`src/rtl/beatmap_pkg.sv`:
```
// Shared constants and types for the beatmap note receiver.
// Note codes are NOTE_BASE + NOTE_STEP * lane for lane 0..NUM_LANES-1.
// Any other code is treated as invalid.
package beatmap_pkg;

    localparam logic [7:0] NOTE_BASE = 8'd20;
    localparam logic [7:0] NOTE_STEP = 8'd4;
    localparam logic [7:0] NOTE_MAX  = 8'd36;
    localparam int         NUM_LANES = 5;
    localparam int         LANE_W    = 3;

    typedef enum logic {
        SYNC = 1'b0,
        RUN  = 1'b1
    } state_t;

    // Returns 1 when code is a legal note code. NOTE_BASE is a multiple of
    // NOTE_STEP, so checking the two LSBs of the raw code gives the
    // alignment check directly.
    function automatic logic note_code_valid(input logic [7:0] code);
        return (code >= NOTE_BASE) && (code <= NOTE_MAX) && (code[1:0] == 2'b00);
    endfunction

    // Converts a note code to its lane index. The result is only
    // meaningful when note_code_valid(code) is 1.
    function automatic logic [LANE_W-1:0] note_code_lane(input logic [7:0] code);
        return LANE_W'((code - NOTE_BASE) >> 2);
    endfunction

endpackage

```
`src/rtl/note_fifo.sv`:
```
// Synchronous FIFO that holds lane indices.
// Ports:
//   clk, resetn : clock and synchronous active-low reset
//   push/wr_data: write request and data. A push into a full FIFO is
//                 accepted only when a pop happens in the same cycle.
//   pop         : read request. It is ignored when the FIFO is empty.
//   rd_data     : head entry. It reads as 0 while the FIFO is empty.
//   level/full/empty : occupancy status
// DEPTH must be a power of two and at least 2. The pointers wrap
// naturally at their bit width.
module note_fifo #(
    parameter int DEPTH = 8,
    parameter int WIDTH = 3
) (
    input  logic                       clk,
    input  logic                       resetn,
    input  logic                       push,
    input  logic                       pop,
    input  logic [WIDTH-1:0]           wr_data,
    output logic [WIDTH-1:0]           rd_data,
    output logic [$clog2(DEPTH):0]     level,
    output logic                       full,
    output logic                       empty
);

    localparam int AW = $clog2(DEPTH);
    localparam int LW = AW + 1;

    logic [WIDTH-1:0] mem_r [DEPTH];
    logic [AW-1:0]    wr_ptr_r;
    logic [AW-1:0]    rd_ptr_r;
    logic [LW-1:0]    level_r;
    logic             push_s;
    logic             pop_s;

    assign empty  = (level_r == LW'(0));
    assign full   = (level_r == LW'(DEPTH));
    assign level  = level_r;
    assign pop_s  = pop && !empty;
    // While the FIFO is full, the slot being vacated by the pop is the
    // slot that gets written. The new entry therefore lands at the tail.
    assign push_s = push && (!full || pop_s);
    assign rd_data = empty ? WIDTH'(0) : mem_r[rd_ptr_r];

    // Storage array write. This array is not reset because reads are
    // gated by empty.
    always_ff @(posedge clk) begin
        if (push_s) begin
            mem_r[wr_ptr_r] <= wr_data;
        end
    end

    // Pointer and occupancy update.
    always_ff @(posedge clk) begin
        if (!resetn) begin
            wr_ptr_r <= AW'(0);
            rd_ptr_r <= AW'(0);
            level_r  <= LW'(0);
        end else begin
            if (push_s) begin
                wr_ptr_r <= wr_ptr_r + AW'(1);
            end
            if (pop_s) begin
                rd_ptr_r <= rd_ptr_r + AW'(1);
            end
            case ({push_s, pop_s})
                2'b10:   level_r <= level_r + LW'(1);
                2'b01:   level_r <= level_r - LW'(1);
                default: level_r <= level_r;
            endcase
        end
    end

endmodule

```
`src/rtl/beatmap_note_receiver.sv`:
```
// Beatmap note receiver. It validates incoming note codes and tracks
// synchronisation to the stream: the first note after reset, or after an
// invalid code, must be lane 0 (code 20). Accepted lanes are queued for
// the game logic.
// Ports:
//   clk, resetn     : clock and synchronous active-low reset
//   data_en, data   : incoming note code strobe and value
//   q_ready         : consumer accepts the head note
//   q_valid, q_lane : head of the note queue
//   level, full     : queue occupancy
//   overflow        : sticky flag, set when a note was dropped on a full queue
//   synced          : the receiver is locked to the stream (RUN state)
//   err_cnt         : saturating count of invalid codes
module beatmap_note_receiver
    import beatmap_pkg::*;
#(
    parameter int DEPTH = 8,
    parameter int ERR_W = 8
) (
    input  logic                   clk,
    input  logic                   resetn,
    input  logic                   data_en,
    input  logic [7:0]             data,
    input  logic                   q_ready,
    output logic                   q_valid,
    output logic [2:0]             q_lane,
    output logic [$clog2(DEPTH):0] level,
    output logic                   full,
    output logic                   overflow,
    output logic                   synced,
    output logic [ERR_W-1:0]       err_cnt
);

    state_t             state_r;
    state_t             state_nxt_s;
    logic               push_s;
    logic               err_inc_s;
    logic               code_ok_s;
    logic [2:0]         lane_s;
    logic               empty_s;
    logic               overflow_r;
    logic [ERR_W-1:0]   err_cnt_r;

    assign code_ok_s = note_code_valid(data);
    assign lane_s    = note_code_lane(data);

    note_fifo #(
        .DEPTH (DEPTH),
        .WIDTH (3)
    ) u_fifo (
        .clk     (clk),
        .resetn  (resetn),
        .push    (push_s),
        .pop     (q_ready),
        .wr_data (lane_s),
        .rd_data (q_lane),
        .level   (level),
        .full    (full),
        .empty   (empty_s)
    );

    assign q_valid  = !empty_s;
    assign synced   = (state_r == RUN);
    assign overflow = overflow_r;
    assign err_cnt  = err_cnt_r;

    // Next-state logic plus push and error-count decisions for the sampled code.
    always_comb begin
        state_nxt_s = state_r;
        push_s      = 1'b0;
        err_inc_s   = 1'b0;
        if (data_en) begin
            if (!code_ok_s) begin
                state_nxt_s = SYNC;
                err_inc_s   = 1'b1;
            end else begin
                case (state_r)
                    SYNC: begin
                        if (lane_s == 3'd0) begin
                            push_s      = 1'b1;
                            state_nxt_s = RUN;
                        end else begin
                            state_nxt_s = SYNC;
                        end
                    end
                    RUN: begin
                        push_s      = 1'b1;
                        state_nxt_s = RUN;
                    end
                    default: begin
                        state_nxt_s = SYNC;
                    end
                endcase
            end
        end else begin
            state_nxt_s = state_r;
        end
    end

    // State register, sticky overflow flag and saturating error counter.
    always_ff @(posedge clk) begin
        if (!resetn) begin
            state_r    <= SYNC;
            overflow_r <= 1'b0;
            err_cnt_r  <= ERR_W'(0);
        end else begin
            state_r <= state_nxt_s;
            // A push is dropped only when the queue is full and no pop
            // frees a slot in the same cycle.
            if (push_s && full && !(q_ready && q_valid)) begin
                overflow_r <= 1'b1;
            end
            if (err_inc_s && (err_cnt_r != {ERR_W{1'b1}})) begin
                err_cnt_r <= err_cnt_r + ERR_W'(1);
            end
        end
    end

endmodule
```
`config.mk`:
```
export PLATFORM = sky130hd
export DESIGN_NAME = beatmap_note_receiver
export DESIGN_NICKNAME = d
export VERILOG_FILES = /design/src/rtl/beatmap_pkg.sv /design/src/rtl/note_fifo.sv /design/src/rtl/beatmap_note_receiver.sv
export SDC_FILE = /design/constraint.sdc
export NUM_CORES = 1
export LEC_CHECK = 0
export ABC_AREA = 1
export CAP_MARGIN = 20
export CORE_MARGIN = 1
export CORE_UTILIZATION = 53
export CTS_BUF_LIST = sky130_fd_sc_hd__clkbuf_8
export CTS_CLUSTER_SIZE = 16
export DETAILED_ROUTE_END_ITERATION = 7
export GPL_ROUTABILITY_DRIVEN = 0
export PLACE_DENSITY = 0.89
export RECOVER_POWER = 100
export SYNTH_ARGS = -nofsm -noshare
export SYNTH_HDL_FRONTEND = slang
export SYNTH_SLANG_ARGS = --single-unit
export TNS_END_PERCENT = 10
```
`constraint.sdc`:
```
create_clock -name clk -period 3.45 [get_ports clk]
set_clock_uncertainty 0.1 [all_clocks]
set_input_delay 1.035 -clock clk [delete_from_list [all_inputs] [get_ports clk]]
set_output_delay 1.035 -clock clk [all_outputs]
set_load 0.005 [all_outputs]
```
==> results.yml <==
status:
  status: "complete, no violations"
drt:
  firstDrtPassIters: 4
  vias: 1880
  drtAntennaViolNets: 0
  routed_wl_um: 4755
  drc: 0
  wire_per_inst_um: 13.21
  avgViaCountPerCell: 5.222
  first_iter_violations: 43
yosys:
  yosysTopAreaCell: "edfxtp_1"
  synthAdderAreaFrac_pct: 4.889
  synth_xor_area_share_pct: 3.422
  ys_ff_latch: 47
  muxShareOfSynthArea_pct: 0
  synth_top_family_by_area: "simple AND/OR/NAND/NOR gates"
  synth.distinct_cells: 24
  synth_top_area_share_pct: 31.29
  synth_seq_area_share_pct: 51.28
  ys_warn_count: 0
  synth.area.top_cells: "edfxtp_1 31%, dfxtp_1 20%, nand2_1 6.5%"
  synth-compound-area-share_pct: 9.397
  synth-simple-area-share_pct: 24.55
  syn-num-nets: 286
  synthCells: 265
  syn_avg_cell_area_um2: 8.692
  synth_area_um2: 2303
layout:
  syn_to_final_growth_pct: 22.76
  nFillCells: 327
  diodes: 0
  multi_input_area_um2: 965.9
  instances_no_fill: 360
  drive_above_1_share_pct: 6.452
  finish.net_count: 330
  seq_area_um2: 1182
setup_path:
  worstPathRequired_ps: 3540
  cp_max_fo: 4
  critPathTopFamily: "adder cells"
  end_kind: "flip-flop"
  critPathArrivalTime_ps: 3390
  critPathLaunchType: "primary input"
  crit_slowest_cell: "clkdlybuf4s50_1"
  slowest_delay_ps: 470
  cp_cell_sequence: "clkdlybuf4s50_1 -> inv_1 -> ha_1 -> inv_1 -> nand2_1 -> nand3_1 -> nand2_1 -> nor2_1 -> nand3_1 -> ha_1 -> xor2_2 -> ha_1 -> a21oi_1 -> xnor2_1 -> o21ai_0 -> inv_1"
  cp_num_buf_inv: 4
  critPathKind: "primary input to flip-flop"
clock_tree:
  clockBufferDepth: 2
  h-tree-depth: 2
  cts_tree: "done"
  cts_hold_buffers: 0
  numCtsBuffers: 5
  cts.sinks: 47
  root_buffer: "clkbuf_8"
  clock_latency_ps: 290
  clk_pin_slew_ps: 80
timing:
  hold_ws_ps: 377.9
  worst_pin_slew_ps: 448.6
  drv_slew: 0
  post-route-min-period_ps: 3300
  max_slew_margin_pct: 70.06
  fmax_mhz: 303.1
  setup_viol: 0
  period_share_pct: 95.64
  hold_violations: 0
floorplan:
  num_rows: 23
  die_h_um: 67.93
  start_util_pct: 56.37
  dieArea_um2: 4614
  die_x_um: 67.93
  core_area_um2: 4086
  pin_count: 31
grt:
  grt_start_max_net_pins: 15
  met3_usage_pct: 4.333
  grt_usage_pct: 22.66
  grt_use_met1_pct: 25.32
  grt_pass1_vias: 1729
  grt_pass1_wl_um: 7714
  use_met2_pct: 42.52
  grt_antenna_before_repair: 0
  grt-ovfl-total: 0
  top_usage_layer: "met2"
pwr:
  p_per_area_nw_per_um2: 597.4
  p_total_mw: 1.689
  vdd.ir_drop.worst_mv: 0.4146
  cellLeakagePower_nw: 1.190
hold_path:
  hold_path.class: "flip-flop to flip-flop"
placement:
  dp.cells: 352
  port_buffers: 30
  hpwlAfterDp_um: 3407
run:
  max_cap_viol_count: 0
-- routing by layer --
metal | part of all wire [%] | vias to the layer above | wire (um)
li1 | - | 969 | -
met1 | 42 | 878 | 1983
met2 | 54 | 29 | 2588
met3 | 2.8 | 4 | 131
met4 | 1.1 | 0 | 51
met5 | 0 | - | 0
-- flip-flops by register name (all words and copies together) (netlist names), named ones only --
signal           count
u_fifo.wr_ptr_r      3
synced               1
err_cnt              8
u_fifo.mem_r        24
u_fifo.level         4
overflow             1
u_fifo.rd_ptr_r      3
-- timing repair --
item                                    in CTS  in global routing
endpoints found under the setup margin       0                  2
setup buffers                                0                  0
gates resized for setup                      0                  2
-- placed cells by master, fill, tap and decap left out --
| cell | netlist | final |
|---|---|---|
| dlygate4sd3_1 | 0 | 19 |
| nor3_1 | 8 | 8 |
| clkbuf_4 | 0 | 1 |
| nand2_1 | 40 | 41 |
| o21ai_0 | 21 | 21 |
| nor2_1 | 40 | 40 |
| edfxtp_1 | 24 | 24 |
| nand3_2 | 2 | 2 |
| buf_4 | 0 | 2 |
| nor2_8 | 1 | 1 |
| inv_1 | 33 | 34 |
| a21oi_1 | 17 | 17 |
| inv_2 | 1 | 1 |
| bufinv_16 | 0 | 2 |
| clkbuf_1 | 3 | 9 |
| dfxtp_2 | 0 | 1 |
| nand4_1 | 3 | 3 |
| dfxtp_1 | 23 | 22 |
| nor2_4 | 1 | 1 |
| xor2_2 | 0 | 1 |
| clkdlybuf4s50_1 | 0 | 11 |
| xnor2_1 | 4 | 4 |
| nor4_1 | 1 | 1 |
| xor2_1 | 5 | 4 |
| ha_1 | 9 | 9 |
| nand3_4 | 2 | 1 |
| clkbuf_8 | 0 | 5 |
| o32ai_1 | 3 | 3 |
| nor2_2 | 2 | 2 |
| nand3_1 | 19 | 20 |
-- through the flow --
stage	setup WS [ps]	util [%]	instance area (um2)	TNS [ps]
floorplan	396.6	-	2303	0
finish	150.3	69.20	2828	0
CTS	170.9	70.18	2868	0
global placement	-5.632	66.93	2735	-5.632
detailed placement	-107.4	66.93	2735	-107.4
global route	-3.376	69.20	2828	-3.376
-- worst paths after layout --
kind	to	cells past startpoint	slack, ps	start
min reg2reg	overflow	2	380	overflow
min	overflow	2	380	overflow
max reg2reg	u_fifo.level[2]	11	1140	u_fifo.level[0]
max	u_fifo.level[2]	16	150	data[3]
-- cell usage after synthesis --
cell,count
a21oi_1,17
buf_2,2
clkbuf_1,3
dfxtp_1,23
edfxtp_1,24
ha_1,9
inv_1,33
inv_2,1
nand2_1,40
nand2_2,1
nand3_1,19
nand3_2,2
nand3_4,2
nand4_1,3
nor2_1,40
nor2_2,2
nor2_4,1
nor2_8,1
nor3_1,8
nor4_1,1
o21ai_0,21
o32ai_1,3
xnor2_1,4
xor2_1,5
-- logic make-up (layout without fill, tap and decap cells) --
group / Yosys count / after routing
adder cells (fa/ha/maj): 9 / 9
XOR/XNOR: 9 / 9
AND/OR/NAND/NOR: 120 / 120
buffers and inverters: 39 / 84
AO/OA/AOI/OAI: 41 / 41
flip-flops: 47 / 47
-- power breakdown --
part	switching (mW)	internal, mW	total (mW)
Clock	0.170	0.286	0.456
Sequential	0.0724	0.632	0.705
Combinational	0.291	0.237	0.528
-- cell type report --
type                    instances  area share, %
clock inverters                 3          2.257
flip-flops and latches         47          41.81
inverters                      34          4.513
multi-input cells             179          34.16
clock buffers                   5          2.434
repair buffers                 42          12.61
well taps                      50          2.212
-- worst register-to-register path, delay by kind of cell (launching register included) --
kind            cells  cell delay [ps]
simple gates        3              520
fa+ha+maj           2              460
flops               1              390
compound gates      2              310
xor+xnor            2              270
buf+inv             2              140
Power figures use the tool's default switching activity.
